## src/rtl/shift_unit.sv

```systemverilog
// Registered one-bit logical shift stage: selects operand a or b, shifts it
// left or right by one, and registers the result with a valid flag.
module shift_unit #(
    parameter int WIDTH = 16
) (
    input  logic             clk,
    input  logic             rst,
    input  logic [WIDTH-1:0] a,
    input  logic [WIDTH-1:0] b,
    input  logic [1:0]       func,
    input  logic             enable,
    output logic [WIDTH-1:0] shift_out,
    output logic             shift_flag
);

    logic [WIDTH-1:0] operand;
    logic [WIDTH-1:0] shifted;
    logic [WIDTH-1:0] shift_out_d;
    logic [WIDTH-1:0] shift_out_q;
    logic             shift_flag_d;
    logic             shift_flag_q;

    // func[1] picks the operand, func[0] picks the direction (1 = left).
    always_comb begin
        operand      = func[1] ? b : a;
        shifted      = func[0] ? {operand[WIDTH-2:0], 1'b0}
                               : {1'b0, operand[WIDTH-1:1]};
        shift_out_d  = '0;
        shift_flag_d = 1'b0;
        if (enable) begin
            shift_out_d  = shifted;
            shift_flag_d = 1'b1;
        end
    end

    always_ff @(posedge clk or negedge rst) begin
        if (!rst) begin
            shift_out_q  <= '0;
            shift_flag_q <= 1'b0;
        end else begin
            shift_out_q  <= shift_out_d;
            shift_flag_q <= shift_flag_d;
        end
    end

    assign shift_out  = shift_out_q;
    assign shift_flag = shift_flag_q;

endmodule

```

## config.mk

```make
export PLATFORM = sky130hd
export DESIGN_NAME = shift_unit
export DESIGN_NICKNAME = d
export VERILOG_FILES = /design/src/rtl/shift_unit.sv
export SDC_FILE = /design/constraint.sdc
export NUM_CORES = 1
export LEC_CHECK = 0
export ABC_AREA = 1
export BUFFER_PORTS_ARGS = -buffer_cell sky130_fd_sc_hd__buf_2
export CAP_MARGIN = 10
export CORE_MARGIN = 2
export CORE_UTILIZATION = 45
export DETAILED_ROUTE_END_ITERATION = 16
export GPL_TIMING_DRIVEN = 0
export PLACE_DENSITY = 0.86
export SLEW_MARGIN = 10
export SYNTH_ARGS = -nofsm -noshare
export SYNTH_HDL_FRONTEND = slang
export SYNTH_SLANG_ARGS = --single-unit
```

## constraint.sdc

```tcl
create_clock -name clk -period 1.4 [get_ports clk]
set_clock_uncertainty 0.15 [all_clocks]
set_input_delay 0.07 -clock clk [delete_from_list [all_inputs] [get_ports clk]]
set_output_delay 0.07 -clock clk [all_outputs]
set_load 0.1 [all_outputs]
```

## Yosys cells after proc, flatten, opt, wreduce, memory -nomap -nowiden

Cells that the tools add are included.

- Register bits: 17
- Bits of input ports: 37
- Output and inout port bits: 17
- Logic and storage cells: 6

- Mux-type cells: 4

Operator list:

| operator | count |
|---|---|
| 16-bit two-way mux | 3 |
| 1-bit two-way mux | 1 |

## Longest topological paths before layout

Gate-level depths: netlist of run 1.

- Depth after elaboration: 3
- Gate-level depth with buffers: 7
- Mapped depth without buffers: 5

## Worst setup path before layout of run 1

Ideal clock, no wire load.

- Kind: register to output
- From: register shift_flag_q, in the netlist shift_flag
- To: output shift_flag
- Arrival time: 0.883 ns
- Data required time: 1.180 ns
- Slack: 0.297 ns
- Stages on the path, launching flop included: 1
- Buffers on the path: 0
- Cells stage by stage: dfrtp_1

RTL lines:

| what | line | text |
|---|---|---|
| start: declaration | 21 | `logic shift_flag_q;` |
| start signal: assignment | 42 | `shift_flag_q <= shift_flag_d;` |
| end: declaration | 13 | `output logic shift_flag` |

No word-level cell between the ends.

## Final worst setup path of run 1

- From: register shift_out_q[13], in the netlist shift_out[13]
- To: output shift_out[13]

RTL lines:

| what | line | text |
|---|---|---|
| start: declaration | 19 | `logic [WIDTH-1:0] shift_out_q;` |
| start signal: assignment | 41 | `shift_out_q <= shift_out_d;` |
| end: declaration | 12 | `output logic [WIDTH-1:0] shift_out,` |

No word-level cell between the ends.

==> flow_summary.yaml, run 1 <==
timing:
  fin_tns_setup_ns: 0
  min_period_over_period_pct: 88.86
  final_max_slew_viol_count: 0
  timing.final.ws_setup_ns: 0.1560
  final_hold_viol_count: 0
  setup_viol_count_final: 0
  worst_slew_margin_rel_pct: 67.73
  min_clock_period_post_route_ns: 1.244
  worst_margin_pin_slew_ns: 0.4874
  fin_worst_hold_slack_ns: 0.03489
  clock.fmax_mhz: 803.9
  rsz_0062_raised_after_global_routing: "false"
floorplan:
  dieArea_sq_um: 2415
  rows: 16
  fp.coreArea_sq_um: 1942
  pin_count: 54
  chipHeight_um: 49.15
  die_w_um: 49.15
  start_util_pct: 47.23
power_and_ir_drop:
  irDropWorstVdd_mv: 0.5090
  p_total_mw: 1.338
  total_leakage_power_nw: 0.9252
  powerDensity_nw_per_um2: 853.4
cells_and_area:
  layoutNonFillerInstCount: 236
  diodes: 0
  final_instance_area_sq_um: 1568
  sequential_cell_area_sq_um: 425.4
  area_growth_pct: 70.94
  layout.cells.most_common_list: "sky130_fd_sc_hd__nand2_1, sky130_fd_sc_hd__buf_2, sky130_fd_sc_hd__dlygate4sd3_1"
  layout.nets: 247
  mostFrequentLayoutCell: "sky130_fd_sc_hd__nand2_1"
  post_route_cells_drive_above_1_share_pct: 37.32
  post-route-util_pct: 80.73
  multi_input_area_sq_um: 404.1
  n_fill_cell: 136
setup_path:
  crit_start: "shift_out[13]$_DFF_PN0_"
  max_stage_delay_ns: 0.42
  worstSetupEndpoint: "shift_out[13]"
  timing.critical_path.required_ns: 1.18
  crit_family: "buffers and inverters"
  crit_fanout: 1
  critPathBufInv: 1
  crit_path_depth: 1
  path_cells: "buf_2"
  critical_path_start_type: "flop"
  setup.worst_path.end_class: "output port"
  worst_ep_arrival_time_ns: 1.02
  crit_type: "reg2out"
  cp_max_delay_cell: "sky130_fd_sc_hd__buf_2"
clock_tree:
  clk_path_buf_depth: 2
  number_of_clock_sinks: 17
  clk_pin_slew_worst_paths_ns: 0.08
  cts_tree: "done"
  post_cts.repair.setup_buffers: 0
  cts_root_buf: "sky130_fd_sc_hd__clkbuf_4"
  cts.repair.resized: 0
  number_of_clock_buffers_inserted_by_tritoncts: 3
  clock_tree.htree_level_count: 1
grt:
  via_count_of_the_first_global_routing_pass: 1020
  global_route_usage_over_all_layers_pct: 24.21
  grt_start_max_net_pins: 18
  gr-total-overflow: 0
  antenna_violations_before_repair: 0
  first_pass_grt_wire_length_mm: 4.402
detailed_routing:
  drt_first_iter_violations: 43
  avgViaCountPerCell: 4.623
  detailroute.via_count: 1091
  wl_mm: 2.704
  ant_nets: 0
  drt_first_pass_iters: 4
  avgRoutedWirePerCell_um: 11.46
  drc: 0
synth:
  netlist_area_pre_place_sq_um: 917.1
  synth-seq-area-share_pct: 46.38
  ys_ff_latch: 17
  synth.mux.area_fraction_pct: 0
  yosysWarningCount: 0
  synth_top_family_by_area: "simple AND/OR/NAND/NOR gates"
  avgSynthCellArea_sq_um: 7.643
  count_of_cell_types_in_the_netlist: 14
  post_syn_nets: 157
  adder_cell_area_share_of_the_yosys_netlist_pct: 0
  synth_simple_gate_area_share_pct: 43.52
  post_synth_inst_count: 120
  synth_compound_gate_area_share_pct: 0.5457
  post_synthesis_xor_xnor_area_fraction_pct: 0
run:
  maxCapViolations: 0
place:
  placed_wire_length_estimate_mm: 1.611
  place_congestion: 0.8058
  placed_cell_area_sq_um: 1211
  pre_cts_slack_ns: 0.4496
  port_buffers: 52
  place.detailed.instances: 199
min_path:
  min_path_type: "in2reg"
  holdCritStartpoint: "b[6]"
run_status:
  status: "finished, final reports clean"
[how the worst min path moves through the flow]
stage                              end  depth (start not counted)
2_1_floorplan     shift_flag$_DFF_PN0_                          0
3_3_place_gp    shift_out[9]$_DFF_PN0_                          1
3_5_place_dp   shift_out[12]$_DFF_PN0_                          1
4_1_cts         shift_out[4]$_DFF_PN0_                          5
5_1_grt         shift_out[5]$_DFF_PN0_                          5
6_report        shift_out[7]$_DFF_PN0_                          5
[power by group]
group	switching [mW]	leakage [nW]	total, mW	internal (mW)
Combinational	0.402	0.688	0.574	0.172
Clock	0.124	0.0150	0.234	0.110
Sequential	0.00643	0.222	0.530	0.523
[what timing repair did]
action,4_1_cts,5_1_grt
hold buffers,33,0
endpoints found under the setup margin,0,0
endpoints found under the hold margin,34,0
[sequential cells by signal, summed over array words and instances (netlist names)]
| name | count |
|---|---|
| shift_flag | 1 |
| shift_out | 16 |
[layer usage]
layer | GRT usage, % | vias up | routed length (um)
met5 | 0 | - | 0
met4 | 12.38 | 0 | 91
met3 | 3.374 | 8 | 220
met2 | 42.34 | 74 | 1373
met1 | 28.71 | 476 | 1019
li1 | - | 533 | -
[synthesized netlist by cell type]
library cell / instances / area share [%]
sky130_fd_sc_hd__inv_8: 1 / 1.2
sky130_fd_sc_hd__nand3_1: 1 / 0.55
sky130_fd_sc_hd__nand2_1: 74 / 30
sky130_fd_sc_hd__and2_1: 1 / 0.68
sky130_fd_sc_hd__a21oi_1: 1 / 0.55
sky130_fd_sc_hd__nor2_4: 1 / 1.2
sky130_fd_sc_hd__buf_12: 1 / 2.2
sky130_fd_sc_hd__nand2_4: 1 / 1.2
sky130_fd_sc_hd__inv_1: 3 / 1.2
sky130_fd_sc_hd__buf_6: 3 / 3.7
sky130_fd_sc_hd__dfrtp_1: 17 / 46
sky130_fd_sc_hd__inv_2: 1 / 0.41
sky130_fd_sc_hd__nand2_2: 14 / 9.5
sky130_fd_sc_hd__buf_4: 1 / 0.82
[layout make-up]
cell class | instances | share of cell area (%)
Tap cell | 27 | 2.155
Sequential cell | 17 | 27.13
Inverter | 5 | 1.676
Multi-Input combinational cell | 93 | 25.78
Buffer | 5 | 3.911
Timing Repair Buffer | 85 | 37.67
Clock buffer | 4 | 1.676
[kinds of logic (layout without fill, tap and decap cells)]
logic type / after synthesis / in the layout
buffers and inverters: 10 / 99
AOI/OAI and AO/OA: 1 / 1
DFF: 17 / 17
and+or+nand+nor: 92 / 92
(Power assumes the default switching activity.)
==> run 2, diff against run 1 <==
--- a/config.mk
+++ b/config.mk
@@ -13,6 +13,7 @@
 export DETAILED_ROUTE_END_ITERATION = 16
 export GPL_TIMING_DRIVEN = 0
 export PLACE_DENSITY = 0.86
+export REMOVE_ABC_BUFFERS = 1
 export SLEW_MARGIN = 10
 export SYNTH_ARGS = -nofsm -noshare
 export SYNTH_HDL_FRONTEND = slang
==> run 2 against run 1 <==
Sequential cell count is the same. Non-clock buffer count shrank 2. Via count grew 0.46%. Clock-buffer cell count is the same. Sequential power is essentially flat. Highest routed layer unchanged. Critical path type unchanged. Die area is the same. Clock power grew 6%. Largest power group unchanged. First-iteration DRC count shrank 56%. Total power grew 0.51%. Global-route usage grew 1.9 points. Wire length grew 9.9%. Sequential share of layout area grew 0.64 points.
==> flow_summary.yaml, run 2 (synthesized netlist as in run 1, its figures left out) <==
run_status:
  status: "finished, final reports clean"
cells_and_area:
  mostFrequentLayoutCell: "sky130_fd_sc_hd__nand2_1"
  final_instance_area_sq_um: 1531
  layout.cells.most_common_list: "sky130_fd_sc_hd__nand2_1, sky130_fd_sc_hd__buf_2, sky130_fd_sc_hd__dlygate4sd3_1"
  post_route_cells_drive_above_1_share_pct: 35.75
  n_fill_cell: 127
  layout.nets: 245
  diodes: 0
  area_growth_pct: 66.99
  largest_register_ff_count: 16
floorplan:
  die_w_um: 49.15
  rows: 16
  start_util_pct: 47.23
  chipHeight_um: 49.15
  fp.coreArea_sq_um: 1942
  pin_count: 54
  dieArea_sq_um: 2415
place:
  port_buffers: 53
  placed_wire_length_estimate_mm: 1.453
  placed_cell_area_sq_um: 1155
  place_congestion: 0.6951
  pre_cts_slack_ns: 0.3173
setup_path:
  worst_ep_arrival_time_ns: 1.06
  crit_type: "reg2out"
  crit_fanout: 1
  max_stage_delay_ns: 0.43
  setup.worst_path.end_class: "output port"
  crit_family: "buffers and inverters"
  cp_max_delay_cell: "sky130_fd_sc_hd__buf_2"
  path_cells: "buf_2"
  timing.critical_path.required_ns: 1.18
  crit_start: "shift_out[9]$_DFF_PN0_"
  critical_path_start_type: "flop"
  critPathBufInv: 1
timing:
  setup_viol_count_final: 0
  min_clock_period_post_route_ns: 1.278
  min_period_over_period_pct: 91.26
  clock.fmax_mhz: 782.7
  final_hold_viol_count: 0
  worst_slew_margin_rel_pct: 66.72
  fin_tns_setup_ns: 0
  rsz_0062_raised_after_global_routing: "false"
  timing.final.ws_setup_ns: 0.1224
  final_max_slew_viol_count: 0
  worst_margin_pin_slew_ns: 0.5027
detailed_routing:
  drt_first_pass_iters: 4
  avgViaCountPerCell: 4.684
  wl_mm: 2.972
  drt_first_iter_violations: 19
  avgRoutedWirePerCell_um: 12.70
  detailroute.via_count: 1096
  ant_nets: 0
  drc: 0
run:
  maxCapViolations: 0
power_and_ir_drop:
  powerDensity_nw_per_um2: 878.0
  total_leakage_power_nw: 0.9047
  irDropWorstVdd_mv: 0.4645
  switching_power_mw: 0.5504
  netSwitchingFraction_pct: 40.93
  pwr-share-seq_pct: 39.6
  power.share.clock_pct: 18.6
  fraction_of_power_consumed_by_combinational_cells_pct: 41.8
  cell_internal_power_mw: 0.7943
clock_tree:
  clk_pin_slew_worst_paths_ns: 0.09
  cts_root_buf: "sky130_fd_sc_hd__clkbuf_4"
  clk_path_buf_depth: 2
  post_cts.repair.setup_buffers: 0
  number_of_clock_buffers_inserted_by_tritoncts: 3
  number_of_clock_sinks: 17
  clock_tree.htree_level_count: 1
  cts_tree: "done"
grt:
  first_pass_grt_wire_length_mm: 4.650
  grt_start_max_net_pins: 18
  via_count_of_the_first_global_routing_pass: 1027
  gr-total-overflow: 0
  antenna_violations_before_repair: 0
  global_route_usage_over_all_layers_pct: 26.10
min_path:
  min_path_type: "in2async"
## run 2: repair_timing
action	4_1_cts	5_1_grt
resized for setup	0	0
endpoints found under the hold margin	34	0
hold buffers	35	0
## run 2: worst max-delay path by stage
stage	depth (start not counted)	end
floorplan	0	shift_flag
global placement	5	shift_out[0]$_DFF_PN0_
detailed placement	6	shift_out[2]$_DFF_PN0_
CTS	1	shift_out[10]
global route	1	shift_out[11]
finish	1	shift_out[9]
## run 2: routing by layer
metal | track usage, % | vias up | wire, um
met5 | 0 | - | 0
met4 | 13.81 | 0 | 98
met3 | 4.908 | 10 | 224
met2 | 49.55 | 64 | 1596
met1 | 26.45 | 491 | 1052
li1 | - | 531 | -
## run 2: final cells by class
type | instances | area, sq um | share of cell area (%)
tap | 27 | 33.78 | 2.206
sequential | 17 | 425.4 | 27.78
clock buffer | 4 | 26.28 | 1.716
timing repair buffer | 88 | 615.6 | 40.20
multi-input combinational | 93 | 404.1 | 26.39
inverter | 5 | 26.28 | 1.716
## run 2: power by group through the flow
stage | sequential (mW) | combinational, mW | clock (mW)
final | 0.533 | 0.562 | 0.249
after global routing | 0.534 | 0.591 | 0.276
after CTS | 0.531 | 0.547 | 0.255
after detailed placement | 0.541 | 0.472 | 0
after global placement | 0.540 | 0.465 | 0
after floorplan | 0.795 | 0.0940 | 0
## run 2: per-stage QoR
stage / std cells / util (%) / power [mW] / hold WS (ns)
3_5_place_dp: 195 / 59.47 / 1.013 / -0.1469
6_report: 234 / 78.87 / 1.345 / 0.1120
2_1_floorplan: 115 / - / 0.8893 / -0.3756
4_1_cts: 234 / 78.87 / 1.332 / 0.08939
5_1_grt: 234 / 78.87 / 1.401 / 0.1322
3_3_place_gp: 195 / 59.47 / 1.006 / -0.1526
